## src/rtl/asp.sv

```systemverilog
// Host/network protocol bridge: parity-checked host words go out as tagged frames held until
// ACKed; incoming tagged frames are stripped and delivered to the host with a one-cycle ACK.
module asp #(
  parameter int unsigned data_size = 32,
  parameter int unsigned tag_size  = 8
) (
  input  logic                          clk,
  input  logic                          reset,
  input  logic                          data_parity_ready_in,
  input  logic [data_size:0]            data_parity_in,
  input  logic                          network_data_ready_in,
  input  logic                          network_ACK_in,
  input  logic [data_size+tag_size-1:0] network_data_tag_in,
  output logic                          parity_error_out,
  output logic                          host_data_ready_out,
  output logic [data_size-1:0]          host_data_out,
  output logic                          network_data_ready_out,
  output logic                          network_ACK_out,
  output logic [data_size+tag_size-1:0] network_data_tag_out
);

  typedef enum logic [0:0] {StIdle, StWaitAck} tx_state_e;

  tx_state_e                     tx_state_q, tx_state_d;
  logic [tag_size-1:0]           tag_cnt_q, tag_cnt_d;
  logic                          net_ready_q, net_ready_d;
  logic [data_size+tag_size-1:0] net_tag_q, net_tag_d;
  logic                          parity_err_q, parity_err_d;
  logic                          rx_prev_q, rx_prev_d;
  logic [data_size-1:0]          host_data_q, host_data_d;
  logic                          host_ready_q, host_ready_d;
  logic                          ack_out_q, ack_out_d;
  logic                          rx_accept;

  // TX path: host words are only looked at while no frame is outstanding.
  always_comb begin
    tx_state_d   = tx_state_q;
    tag_cnt_d    = tag_cnt_q;
    net_ready_d  = net_ready_q;
    net_tag_d    = net_tag_q;
    parity_err_d = 1'b0;
    unique case (tx_state_q)
      StIdle: begin
        if (data_parity_ready_in) begin
          if (^data_parity_in) begin
            parity_err_d = 1'b1;
          end else begin
            net_tag_d   = {tag_cnt_q, data_parity_in[data_size-1:0]};
            net_ready_d = 1'b1;
            tx_state_d  = StWaitAck;
          end
        end
      end
      StWaitAck: begin
        if (network_ACK_in) begin
          net_ready_d = 1'b0;
          tag_cnt_d   = tag_cnt_q + 1'b1;
          tx_state_d  = StIdle;
        end
      end
      default: tx_state_d = StIdle;
    endcase
  end

  // RX path: accept only on the rising level of the incoming valid.
  assign rx_accept = network_data_ready_in & ~rx_prev_q;

  always_comb begin
    rx_prev_d    = network_data_ready_in;
    host_ready_d = rx_accept;
    ack_out_d    = rx_accept;
    host_data_d  = host_data_q;
    if (rx_accept) begin
      host_data_d = network_data_tag_in[data_size-1:0];
    end
  end

  always_ff @(posedge clk or posedge reset) begin
    if (reset) begin
      tx_state_q   <= StIdle;
      tag_cnt_q    <= '0;
      net_ready_q  <= 1'b0;
      net_tag_q    <= '0;
      parity_err_q <= 1'b0;
      rx_prev_q    <= 1'b0;
      host_data_q  <= '0;
      host_ready_q <= 1'b0;
      ack_out_q    <= 1'b0;
    end else begin
      tx_state_q   <= tx_state_d;
      tag_cnt_q    <= tag_cnt_d;
      net_ready_q  <= net_ready_d;
      net_tag_q    <= net_tag_d;
      parity_err_q <= parity_err_d;
      rx_prev_q    <= rx_prev_d;
      host_data_q  <= host_data_d;
      host_ready_q <= host_ready_d;
      ack_out_q    <= ack_out_d;
    end
  end

  assign parity_error_out       = parity_err_q;
  assign host_data_ready_out    = host_ready_q;
  assign host_data_out          = host_data_q;
  assign network_data_ready_out = net_ready_q;
  assign network_ACK_out        = ack_out_q;
  assign network_data_tag_out   = net_tag_q;

endmodule

```

## config.mk

```make
export PLATFORM = sky130hd
export DESIGN_NAME = asp
export DESIGN_NICKNAME = d
export VERILOG_FILES = /design/src/rtl/asp.sv
export SDC_FILE = /design/constraint.sdc
export NUM_CORES = 1
export LEC_CHECK = 0
export ABC_AREA = 1
export CORE_ASPECT_RATIO = 0.5
export CORE_MARGIN = 1.5
export CORE_UTILIZATION = 30
export CTS_CLUSTER_DIAMETER = 200
export DETAILED_ROUTE_END_ITERATION = 8
export HOLD_SLACK_MARGIN = 0.15
export PLACE_DENSITY_LB_ADDON = 0.05
export SLEW_MARGIN = 30
export SYNTH_ARGS = -nofsm -noshare
export SYNTH_HDL_FRONTEND = slang
export SYNTH_SLANG_ARGS = --single-unit
```

## constraint.sdc

```tcl
create_clock -name clk -period 2.7 [get_ports clk]
set_input_delay 0.54 -clock clk [delete_from_list [all_inputs] [get_ports clk]]
set_output_delay 0.54 -clock clk [all_outputs]
set_load 0.01 [all_outputs]
```

==> results by group <==
Critical path
  • Reg-to-reg endpoint: network_data_tag_out[22]
  • Kind of end point of the critical path: flip-flop
  • Reg2reg setup slack: ~1.3 ns
  • Reg2reg start: tx_state_q
  • WP data required: 2.93 ns
  • Worst-path cell chain: clkdlybuf4s50_1 > nand2_1 > nand2_1 > inv_1 > nand2_1 > nand2_1 > nand2_1 > nand2_1 > nand2_1 > nand2_1 > nand2_1 > nand2_1 > nand2_2 > nand3_4 > buf_12 > nand2_1 > nand2_1
  • Crit path largest cell delay: 0.50 ns
  • Critical path depth: 17
  • Crit-path max FO: 23
  • Crit path max-delay cell type: clkdlybuf4s50_1
  • WP data arrival: about 2.5 ns
  • Cell family with most CP delay: simple AND/OR/NAND/NOR gates
  • Reg2Reg Depth: 8
  • Critical Path Source Type: input port
  • Buffers & Inverters on Critical Path: 3
  • CP dominant cell by count: nand2_1
  • CP Class: in2reg

Clock network
  • CTS Hold Bufs: 0
  • Post-CTS Setup Bufs: 0
  • Clock-pin slew on the worst setup and hold paths: 0.06 ns
  • CTS tree: done
  • Root Buffer: clkbuf_16
  • CTS Buf Count: 9
  • Clock Latency Late Sink: 0.33 ns
  • Sink Count: 85
  • CTS-repair resized insts: 0
  • Clk buf depth: 2
  • H-tree Lvls: 3

Drt
  • Total number of vias: about 4,000
  • DR WL met3: about 730 um
  • Met2 routed WL: approximately 4.8 mm
  • Post-detailed-route wirelength per cell: approximately 12 um
  • Post-route DRC violation count: 0
  • 1st-iter DRT viols: 255
  • Drt pass-1 iters: 4
  • Metal-1 WL: 5.77 mm
  • Final WL: ~11 mm
  • Uppermost layer routed: met4
  • Antenna-violating nets left: 0
  • Vias per cell: 4.33

Min path
  • HP Start: network_data_tag_out[20]
  • Hold crit path type: reg2reg
  • Hold path depth: 2
  • Hold Path Sink: network_data_tag_out[20]

Yosys
  • Area leader, netlist: dfrtp_1
  • Warnings, synthesis: 0
  • Synthesized area per cell: just over 7 um^2
  • Synth Register Bits: between 80 and 90
  • Sequential-to-total area share from yosys stat: between 50 and 60%
  • Synth area leaders: dfrtp_1 50%, nand2_1 32%, nand4_1 6.2%, inv_1 3.8%, buf_6 1.1%
  • Mapped Area: approximately 4200 um^2
  • Yosys cell types: 21
  • Yosys top cell area share: around half
  • Post-Synthesis Cells: approximately 580
  • Net Count, Synth: 660

STA
  • Final min period: 2.24 ns
  • Fin Hold WS: 0.469 ns
  • Fmax achieved: 0.447 GHz
  • Final hold vios: 0
  • Final setup viols: 0
  • Measured slew at the worst slew-check pin: about 0.56 ns
  • Slew margin rel.: 62.5%
  • Setup TNS: 0 ns
  • Post-route setup slack: 0.465 ns
  • Fin. max-slew vios: 0
  • Clock Skew: 0.00378 ns
  • Period utilisation layout: between 80% and 90%
  • RSZ-0062 raised after global routing: false

Layout
  • Layout net count: ~800
  • Fin util: between 40% and 50%
  • P&R area growth vs syn: 47.7%
  • Antenna diodes: 0
  • Layout cells sized above 1: under 10%

Floorplan
  • Die height: ~87 um
  • Core ar.: 13,600 um^2
  • Initial Utilization: around 31%
  • Chip width: about 170 um
  • IO Pins: approximately 150
  • DIE AREA: 14,800 um^2
  • Placement Rows: 30

Global routing
  • First-pass GRT wire length: approximately 18 mm
  • Total track usage: 15.9%
  • Initial antenna violation count: 0
  • Gr ovfl total: 0
  • Number of global-route vias before repair: roughly 3,700
  • Largest net degree at the start of global routing: 74

Place
  • Detailed placement HPWL: 8.10 mm
  • Dpl ws: 0.0952 ns
  • Gp weighted congestion: ~0.74
  • Port Buffer Count: between 100 and 150

Power and ir drop
  • Worst vdd ir: ~270 uV
  • PD cells: around 700 nW/um^2
  • Leak: around 0.0033 uW

Flow run
  • Max Cap Viol: 0

Run status
  • Status: completed
-- power by group --
part	leakage, uW	switching, uW	total [uW]	internal (uW)
Combinational	0.00208	681	1460	781
Sequential	0.00106	185	1770	1580
Clock	0.000133	543	1200	656
-- layout make-up --
| type | count | area, um^2 |
|---|---|---|
| Fill cell | 1385 | 7400 |
| Sequential cell | 85 | 2130 |
| Multi-Input combinational cell | 427 | 1790 |
| Timing Repair Buffer | 156 | 1610 |
| Tap cell | 192 | 240 |
| Clock buffer | 10 | 239 |
| Inverter | 46 | 176 |
| Clock inverter | 6 | 47.5 |
-- through the flow --
step,instances,area [um^2],power (uW)
2_1_floorplan,581,4220,2430
3_3_place_gp,906,5940,3260
3_5_place_dp,906,5940,3280
4_1_cts,922,6230,4510
5_1_grt,922,6230,4740
6_report,922,6230,4430
-- placed cells by master (no fill, tap or decap), types with 3 or more instances in the layout --
cell,n
xnor2_1,5
nand4_1,42
buf_12,6
inv_1,41
buf_4,5
nand3_1,4
clkinvlp_4,4
inv_2,3
dfrtp_1,85
clkbuf_16,9
nor2_1,3
clkdlybuf4s50_1,145
nand2_1,363
-- layer usage --
layer | track usage, % | vias up
li1 | - | 2080
met1 | 22.3 | 1798
met2 | 24.3 | 104
met3 | 4.79 | 6
met4 | 2.65 | 0
met5 | 0 | -
-- kinds of logic (layout without fill, tap and decap cells) --
kind of cell	count (synthesis)	in the layout	share of synthesized area, %
AND/OR/NAND/NOR	417	417	40.4
AO/OA/AOI/OAI	2	2	0.237
adder cells (fa/ha/maj)	1	1	0.297
XOR/XNOR	7	7	1.45
buffers and inverters	69	218	7.19
flip-flops	85	85	50.5
-- cells in the mapped netlist --
master / n
buf_6: 4
clkbuf_1: 10
nand3_4: 1
buf_2: 8
clkinv_1: 1
nand4_1: 42
a21oi_1: 1
nand3_2: 1
inv_2: 2
ha_1: 1
nor2_2: 1
buf_4: 1
o21ai_0: 1
xnor2_1: 5
nand2_1: 363
nand3_1: 4
inv_1: 43
xor2_1: 2
dfrtp_1: 85
nand2_2: 1
nor2_1: 4
-- worst max-delay path by stage --
| stage | from | to | slack [ns] |
|---|---|---|---|
| 2_1_floorplan | data_parity_in[24] | network_data_tag_out[10] | 0.91 |
| 3_3_place_gp | data_parity_in[24] | network_data_tag_out[17] | 0.13 |
| 3_5_place_dp | data_parity_in[24] | network_data_tag_out[22] | 0.1 |
| 4_1_cts | data_parity_in[24] | network_data_tag_out[22] | 0.44 |
| 5_1_grt | data_parity_in[13] | network_data_tag_out[13] | 0.22 |
| 6_report | data_parity_in[24] | network_data_tag_out[22] | 0.46 |
-- sequential cells by signal, summed over array words and instances, names as in the netlist --
name / cells
tx_state_q: 1
parity_error_out: 1
rx_prev_q: 1
network_ACK_out: 1
network_data_ready_out: 1
tag_cnt_q: 8
host_data_out: 32
network_data_tag_out: 40
-- worst reg2reg max path, stage by stage (launching register included) --
cell	delay [ns]
dfrtp_1	0.37
inv_1	0.07
nand2_1	0.08
clkinv_1	0.06
buf_4	0.24
nand3_4	0.15
buf_12	0.19
nand2_1	0.08
nand2_1	0.04
Note: power is estimated with default switching activity, not from simulation.
